==> config.mk <==
export PLATFORM = sky130hd
export DESIGN_NAME = vaddr_sequencer
export DESIGN_NICKNAME = d
export VERILOG_FILES = /design/src/rtl/vaddr_seq_pkg.sv /design/src/rtl/vaddr_rr_arbiter.sv /design/src/rtl/vaddr_sequencer.sv
export SDC_FILE = /design/constraint.sdc
export NUM_CORES = 1
export LEC_CHECK = 0
export CAP_MARGIN = 5
export CORE_MARGIN = 1
export CORE_UTILIZATION = 39
export DETAILED_ROUTE_END_ITERATION = 6
export PLACE_DENSITY_LB_ADDON = 0.15
export SLEW_MARGIN = 15
export SYNTH_ARGS = -nofsm -noshare
export SYNTH_HDL_FRONTEND = slang
export SYNTH_SLANG_ARGS = --single-unit
==> constraint.sdc <==
create_clock -name clk_i -period 2.7 [get_ports clk_i]
set_input_delay 0.81 -clock clk_i [delete_from_list [all_inputs] [get_ports clk_i]]
set_output_delay 0.81 -clock clk_i [all_outputs]
set_load 0.02 [all_outputs]
==> src/rtl/vaddr_seq_pkg.sv <==
// vaddr_seq_pkg
//   Shared types and helpers for the vector address sequencer:
//     - state_t     : sequencer FSM states (IDLE -> LOAD -> RUN -> DONE)
//     - sew_t       : element-width encodings, plus SEW_ILLEGAL
//     - calc_aw     : VRF address width from the per-lane depth
//     - calc_vl_w   : vector-length field width from lane count and register size
package vaddr_seq_pkg;

    typedef enum logic [1:0] {
        ST_IDLE = 2'd0,
        ST_LOAD = 2'd1,
        ST_RUN  = 2'd2,
        ST_DONE = 2'd3
    } state_t;

    typedef enum logic [1:0] {
        SEW_BYTE = 2'b00,
        SEW_HALF = 2'b01,
        SEW_WORD = 2'b10,
        SEW_RSVD = 2'b11
    } sew_t;

    localparam sew_t SEW_ILLEGAL = SEW_RSVD;

    function automatic int calc_aw(input int depth);
        return $clog2(depth);
    endfunction

    // One extra bit so a full-length vector (all lanes, all words, byte
    // elements) is representable rather than wrapping to zero.
    function automatic int calc_vl_w(input int lanes, input int locs);
        return $clog2(lanes * locs * 32) + 1;
    endfunction

endpackage

==> src/rtl/vaddr_rr_arbiter.sv <==
// vaddr_rr_arbiter
//   Two-requester round-robin arbiter.
//   Ports:
//     clk_i     : clock, rising edge
//     rst_i     : synchronous active-high reset (pointer -> requester 0)
//     req_i     : request per requester
//     arb_en_i  : arbitration allowed this cycle (sequencer idle)
//     gnt_o     : combinational one-hot grant, zero when disabled or no request
//   On a contested cycle the pointer picks the winner; after any grant the
//   pointer moves to the requester that did not win.
module vaddr_rr_arbiter (
    input  logic       clk_i,
    input  logic       rst_i,
    input  logic [1:0] req_i,
    input  logic       arb_en_i,
    output logic [1:0] gnt_o
);

    logic ptr_q;
    logic ptr_d;

    always_comb begin
        gnt_o = 2'b00;
        ptr_d = ptr_q;
        if (arb_en_i) begin
            case (req_i)
                2'b01:   gnt_o = 2'b01;
                2'b10:   gnt_o = 2'b10;
                2'b11:   gnt_o = ptr_q ? 2'b10 : 2'b01;
                default: gnt_o = 2'b00;
            endcase
            if (gnt_o != 2'b00) begin
                ptr_d = ~gnt_o[1];
            end
        end
    end

    always_ff @(posedge clk_i) begin
        if (rst_i) begin
            ptr_q <= 1'b0;
        end else begin
            ptr_q <= ptr_d;
        end
    end

endmodule

==> src/rtl/vaddr_sequencer.sv <==
// vaddr_sequencer
//   Accepts vector access requests from two requesters (0 = arith,
//   1 = load/store), captures the winner's configuration and sequences the
//   per-lane address counter: one LOAD cycle, ceil(vl/VLANE_NUM) enabled RUN
//   cycles (held off by stall_i), then a one-cycle DONE.
//   Ports:
//     clk_i, rst_i            : clock, synchronous active-high reset
//     req_valid_i/ready_o     : per-requester handshake, ready one-hot in IDLE
//     req_start_addr_i        : eight packed register base addresses per requester
//     req_vl_i, req_sew_i     : vector length (elements) and element width
//     req_slide_offset_i      : slide offset
//     req_up_down_i           : slide direction (1 up, 0 down)
//     stall_i                 : downstream cannot take an element (RUN only)
//     load_o, rst_cnt_o       : address counter load / clear (LOAD cycle)
//     en_o                    : address counter advance
//     up_down_o, element_width_o, start_addr_o, slide_offset_o : captured config
//     element_valid_o, done_o, busy_o, owner_o : status
//   Build option VADDR_SEQ_SLIDE_EN: when defined, slide offset and direction
//   follow the captured request; otherwise they are fixed at 0 and up.
module vaddr_sequencer
    import vaddr_seq_pkg::*;
#(
    parameter  int MEM_DEPTH         = 512,
    parameter  int VLANE_NUM         = 8,
    parameter  int VREG_LOC_PER_LANE = 8,
    localparam int AW                = calc_aw(MEM_DEPTH),
    localparam int VL_W              = calc_vl_w(VLANE_NUM, VREG_LOC_PER_LANE)
) (
    input  logic                     clk_i,
    input  logic                     rst_i,
    input  logic [1:0]               req_valid_i,
    output logic [1:0]               req_ready_o,
    input  logic [1:0][8*AW-1:0]     req_start_addr_i,
    input  logic [1:0][VL_W-1:0]     req_vl_i,
    input  logic [1:0][1:0]          req_sew_i,
    input  logic [1:0][AW-1:0]       req_slide_offset_i,
    input  logic [1:0]               req_up_down_i,
    input  logic                     stall_i,
    output logic                     load_o,
    output logic                     rst_cnt_o,
    output logic                     en_o,
    output logic                     up_down_o,
    output logic [1:0]               element_width_o,
    output logic [8*AW-1:0]          start_addr_o,
    output logic [AW-1:0]            slide_offset_o,
    output logic                     element_valid_o,
    output logic                     done_o,
    output logic                     busy_o,
    output logic                     owner_o
);

    // Elements each lane must process; an illegal width yields an empty run.
    function automatic logic [VL_W-1:0] lane_elems(input logic [VL_W-1:0] vl,
                                                   input logic [1:0]      sew);
        logic [VL_W:0] sum;
        sum = {1'b0, vl} + (VL_W+1)'(VLANE_NUM - 1);
        if (sew == SEW_ILLEGAL) begin
            return '0;
        end
        return VL_W'(sum / (VL_W+1)'(VLANE_NUM));
    endfunction

    state_t          state_q,      state_d;
    logic [VL_W-1:0] cnt_q,        cnt_d;
    logic [8*AW-1:0] start_addr_q, start_addr_d;
    logic [VL_W-1:0] vl_q,         vl_d;
    logic [1:0]      sew_q,        sew_d;
    logic [AW-1:0]   slide_q,      slide_d;
    logic            up_down_q,    up_down_d;
    logic            owner_q,      owner_d;
    logic            load_q,       load_d;
    logic            done_q,       done_d;
    logic            busy_q,       busy_d;

    logic [1:0]      gnt;
    logic            sel;
    logic            run_en;

    vaddr_rr_arbiter u_arb (
        .clk_i    (clk_i),
        .rst_i    (rst_i),
        .req_i    (req_valid_i),
        .arb_en_i (state_q == ST_IDLE),
        .gnt_o    (gnt)
    );

    assign sel    = gnt[1];
    assign run_en = (state_q == ST_RUN) && !stall_i;

`ifndef VADDR_SEQ_SLIDE_EN
    logic unused_slide_inputs;
    assign unused_slide_inputs = ^{req_slide_offset_i, req_up_down_i};
`endif

    always_comb begin
        state_d      = state_q;
        cnt_d        = cnt_q;
        start_addr_d = start_addr_q;
        vl_d         = vl_q;
        sew_d        = sew_q;
        slide_d      = slide_q;
        up_down_d    = up_down_q;
        owner_d      = owner_q;

        case (state_q)
            ST_IDLE: begin
                if (gnt != 2'b00) begin
                    state_d      = ST_LOAD;
                    start_addr_d = req_start_addr_i[sel];
                    vl_d         = req_vl_i[sel];
                    sew_d        = req_sew_i[sel];
                    owner_d      = sel;
`ifdef VADDR_SEQ_SLIDE_EN
                    slide_d      = req_slide_offset_i[sel];
                    up_down_d    = req_up_down_i[sel];
`else
                    slide_d      = '0;
                    up_down_d    = 1'b1;
`endif
                end
            end
            ST_LOAD: begin
                cnt_d   = lane_elems(vl_q, sew_q);
                state_d = (cnt_d == '0) ? ST_DONE : ST_RUN;
            end
            ST_RUN: begin
                if (run_en) begin
                    cnt_d = cnt_q - 1'b1;
                    if (cnt_q == VL_W'(1)) begin
                        state_d = ST_DONE;
                    end
                end
            end
            ST_DONE: begin
                state_d = ST_IDLE;
            end
            default: begin
                state_d = ST_IDLE;
            end
        endcase

        // Status outputs are registered: decode the state being entered.
        load_d = (state_d == ST_LOAD);
        done_d = (state_d == ST_DONE);
        busy_d = (state_d != ST_IDLE);
    end

    always_ff @(posedge clk_i) begin
        if (rst_i) begin
            state_q      <= ST_IDLE;
            cnt_q        <= '0;
            start_addr_q <= '0;
            vl_q         <= '0;
            sew_q        <= '0;
            slide_q      <= '0;
            up_down_q    <= 1'b0;
            owner_q      <= 1'b0;
            load_q       <= 1'b0;
            done_q       <= 1'b0;
            busy_q       <= 1'b0;
        end else begin
            state_q      <= state_d;
            cnt_q        <= cnt_d;
            start_addr_q <= start_addr_d;
            vl_q         <= vl_d;
            sew_q        <= sew_d;
            slide_q      <= slide_d;
            up_down_q    <= up_down_d;
            owner_q      <= owner_d;
            load_q       <= load_d;
            done_q       <= done_d;
            busy_q       <= busy_d;
        end
    end

    assign req_ready_o     = gnt;
    assign load_o          = load_q;
    assign rst_cnt_o       = load_q;
    assign en_o            = run_en;
    assign element_valid_o = run_en;
    assign done_o          = done_q;
    assign busy_o          = busy_q;
    assign owner_o         = owner_q;
    assign start_addr_o    = start_addr_q;
    assign element_width_o = sew_q;
    assign slide_offset_o  = slide_q;
    assign up_down_o       = up_down_q;

endmodule

==> metrics.txt <==
count of standard-cell rows=41; cell at the root of the clock tree=sky130_fd_sc_hd__clkbuf_16; PnR worst setup slack=60.59 ps; top post-synthesis cells by area=sky130_fd_sc_hd__dfxtp_1 42%, sky130_fd_sc_hd__mux2i_1 17%, sky130_fd_sc_hd__a211oi_1 13%; HPWL after detailed placement=approximately 12000 um; Crit path required time=1890 ps; worst slack at placement=-312.8 ps; Placed Cells incl. Taps=957; number of synthesized flops with an enable pin=0; clk_lat worst skew=350 ps; TritonCTS Buffers=9; number of buffers on the longest clock path=2; instance count along the most critical hold path=2; GRT Total Usage=between 20% and 30%; element type at the critical path end=primary output; router iterations before antenna repair=6; pin count of the biggest net entering global routing=73; worst-path fanout max=2; number of storage elements in the synthesis netlist=between 100 and 150; post-detailed-route wirelength per cell=around 16 um; final setup violation count=0; vertical extent of the die=115.9 um; CP Launch Point=req_valid_i[1]; worst hold margin=477.2 ps; launching point of the worst reg2reg path=state_q[0]; antenna fix cells=0; top cell types by occurrence after synthesis=108 x sky130_fd_sc_hd__nor2_1, 106 x sky130_fd_sc_hd__dfxtp_1, 86 x sky130_fd_sc_hd__a211oi_1, 86 x sky130_fd_sc_hd__mux2i_1, 29 x sky130_fd_sc_hd__clkbuf_1; most used flip-flop cell after synthesis=sky130_fd_sc_hd__dfxtp_1; initial core utilization=between 40% and 50%; Synth Instances=556; layout cells sized above 1=5.362%; Reg-to-Reg End=start_addr_o[40]; slowest stage delay, CP=480 ps; number of pins with negative max-slew slack in the final report=0; number of global-route vias before repair=about 4.8k; mean number of vias per cell=5.145; clock slew at reported path FFs=70 ps; die area=approximately 0.013 mm2; leakage power summed over all cells=3.015 nW; number of nets in the layout=around 1000; total standard cell area after synthesis=0.005060 mm2; clock tree from TritonCTS=done; min Tclk post-route=2639 ps; power per unit of standard cell area=984.0 mW/mm2; relative slew slack=53.97%; quantity of I/O buffers inserted on ports=260; Worst path top cell family by delay=buffers and inverters; average cell area after synthesis=9.100 um2; portion of the clock cycle consumed by the worst path in the final layout=97.76%; Synth area leader=sky130_fd_sc_hd__dfxtp_1; Syn. warnings=0; top-count cell post-synth=sky130_fd_sc_hd__nor2_1; category of the most critical setup path=input pin to primary output; type of the tightest min-delay check=flip-flop to flip-flop; post-route non-filler standard cell count=974; Max Cap Viol=0; multi-input logic area=approximately 0.0027 mm2; fraction of synthesized cell area taken by the top area cell type=41.94%; WP data arrival=1830 ps; number of unique standard cell types used by synthesis=51; sequential area share after synthesis=between 40% and 50%; area occupied by registers=0.002122 mm2; number of antenna violations at the first check in global routing=0; CP Cell Sequence=clkdlybuf4s50_1 -> buf_4 -> nand2_1 -> a21oi_4 -> buf_12; die width=115.9 um; async set or reset register ratio after synthesis=0%; DRT antenna net count=0; grt ovf=0; hold path startpoint=up_down_o; slowest stage cell, crit path=sky130_fd_sc_hd__clkdlybuf4s50_1; Hold Vio Cnt, Final=0; area of the core=about 0.013 mm2; Bufs and invs on worst path=3; count of pins on the block boundary=between 200 and 300; 1st-iter DRT viols=approximately 410; wire length of the first global-routing pass=about 24000 um; worst-case reg-to-reg path depth=9; final worst clock skew=6.712 ps; setup slack of the most critical reg-to-reg path=roughly 650 ps; Sinks on Clock Net=106; area growth from synthesis to layout=61.37%; Worst Setup Start Kind=input pin; DRC viols=0; status=complete, no violations; final weighted congestion in routability-driven placement=0.8679; WHS Endpoint=up_down_o; number of filler cells placed in the layout=1081; total wire length=15310 um; count of H-tree levels built during CTS=3; unrepaired setup endpoints after global routing=no; Worst VDD drop=about 0.00061 V; Max Clk Rate=378.9 MHz; slew at the pin closest to its max-slew limit=between 600 and 700 ps; via total after detailed routing=5011
## through the flow
stage | power (W) | setup TNS [ps] | instance area [um2] | util (%)
finish | 0.008035 | 0 | 8165 | 64.70
global route | 0.008556 | 0 | 8165 | 64.70
CTS | 0.008105 | 0 | 8172 | 64.75
detailed placement | 0.006730 | -852.0 | 7860 | 62.28
global placement | 0.006624 | -772.9 | 7860 | 62.28
floorplan | 0.004974 | 0 | 5090 | -
## power breakdown
part	leakage [nW]	internal, W	switching (W)
clock	0.148	0.000751	0.000595
combinational	1.99	0.00195	0.00223
sequential	0.879	0.00213	0.000385
total	3.02	0.00483	0.00320
## sequential cells by signal (all words and copies together) (netlist names)
signal,cells
owner_o,1
state_q,2
u_arb.ptr_q,1
load_o,1
start_addr_o,72
up_down_o,1
done_o,1
busy_o,1
cnt_q,12
element_width_o,2
vl_q,12
## how the worst max path moves through the flow
stage                           endpoint  slack, ps  cells past startpoint
final                     req_ready_o[1]         60                      5
after global routing      req_ready_o[1]          5                      5
after CTS                 req_ready_o[1]         40                      5
after detailed placement  req_ready_o[0]       -310                      4
after global placement    req_ready_o[0]       -290                      4
after floorplan           req_ready_o[1]        300                      5
## worst min-delay path, delay by kind of cell (launching register included)
kind / cells / cell delay, ps
simple gates: 2 / 120
flops: 1 / 330
## cells by family (layout without fill, tap and decap cells)
kind of cell | after synthesis | in the layout | synth area share [%]
fa+ha+maj | 5 | 5 | 1.236
simple gates | 160 | 160 | 13.85
xor+xnor | 7 | 7 | 1.212
buf+inv | 63 | 301 | 5.910
mux | 86 | 86 | 17.01
flops | 106 | 106 | 41.94
other cells | 1 | 9 | 0.07411
compound gates | 128 | 128 | 18.77
## area by class of cell
class	count	share of cell area, %
repair buffers	277	34.35
clock inverters	5	0.7662
well taps	172	2.636
inverters	8	0.3678
multi-input cells	395	32.91
clock buffers	11	2.973
flip-flops and latches	106	25.99
## per-layer routing
metal / GRT usage [%] / part of all wire (%) / vias to the layer above
met3: 7.113 / 6.5 / 31
li1: - / - / 2489
met2: 42.42 / 53 / 176
met1: 24.71 / 38 / 2315
met5: 0 / 0 / -
met4: 9.316 / 2.9 / 0
## cell usage in the layout (no fill, tap or decap), types with 2 or more instances in the layout
cell,Yosys,final
sky130_fd_sc_hd__nor2_1,108,108
sky130_fd_sc_hd__a221oi_1,2,2
sky130_fd_sc_hd__conb_1,1,9
sky130_fd_sc_hd__buf_4,13,12
sky130_fd_sc_hd__nor3_1,9,9
sky130_fd_sc_hd__nand4_1,3,3
sky130_fd_sc_hd__nor2b_1,4,3
sky130_fd_sc_hd__o31a_1,2,2
sky130_fd_sc_hd__o311a_1,2,2
sky130_fd_sc_hd__inv_1,8,8
sky130_fd_sc_hd__a31oi_1,2,2
sky130_fd_sc_hd__o211ai_1,2,2
sky130_fd_sc_hd__a211oi_1,86,86
sky130_fd_sc_hd__clkdlybuf4s50_1,0,255
sky130_fd_sc_hd__o311ai_0,2,2
sky130_fd_sc_hd__o31ai_1,2,2
sky130_fd_sc_hd__a21oi_1,14,13
sky130_fd_sc_hd__ha_1,5,5
sky130_fd_sc_hd__mux2i_1,86,86
sky130_fd_sc_hd__nand2_1,12,12
sky130_fd_sc_hd__nand3_1,8,8
sky130_fd_sc_hd__xnor2_1,6,6
sky130_fd_sc_hd__clkbuf_16,0,9
sky130_fd_sc_hd__or4_1,2,2
sky130_fd_sc_hd__dfxtp_1,106,106
sky130_fd_sc_hd__dlygate4sd2_1,0,2
sky130_fd_sc_hd__or3_1,2,2
sky130_fd_sc_hd__nand2b_1,2,2
sky130_fd_sc_hd__o2111ai_1,2,2
sky130_fd_sc_hd__buf_12,0,7
sky130_fd_sc_hd__o21ai_0,2,2
## timing repair
| item | 4_1_cts | 5_1_grt |
|---|---|---|
| endpoints found under the setup margin | 4 | 1 |
| gates cloned | 0 | 0 |
| hold buffers | 0 | 0 |
| gates resized for setup | 5 | 1 |
| buffers inserted | 1 | 0 |
Power figures use the tool's default switching activity.
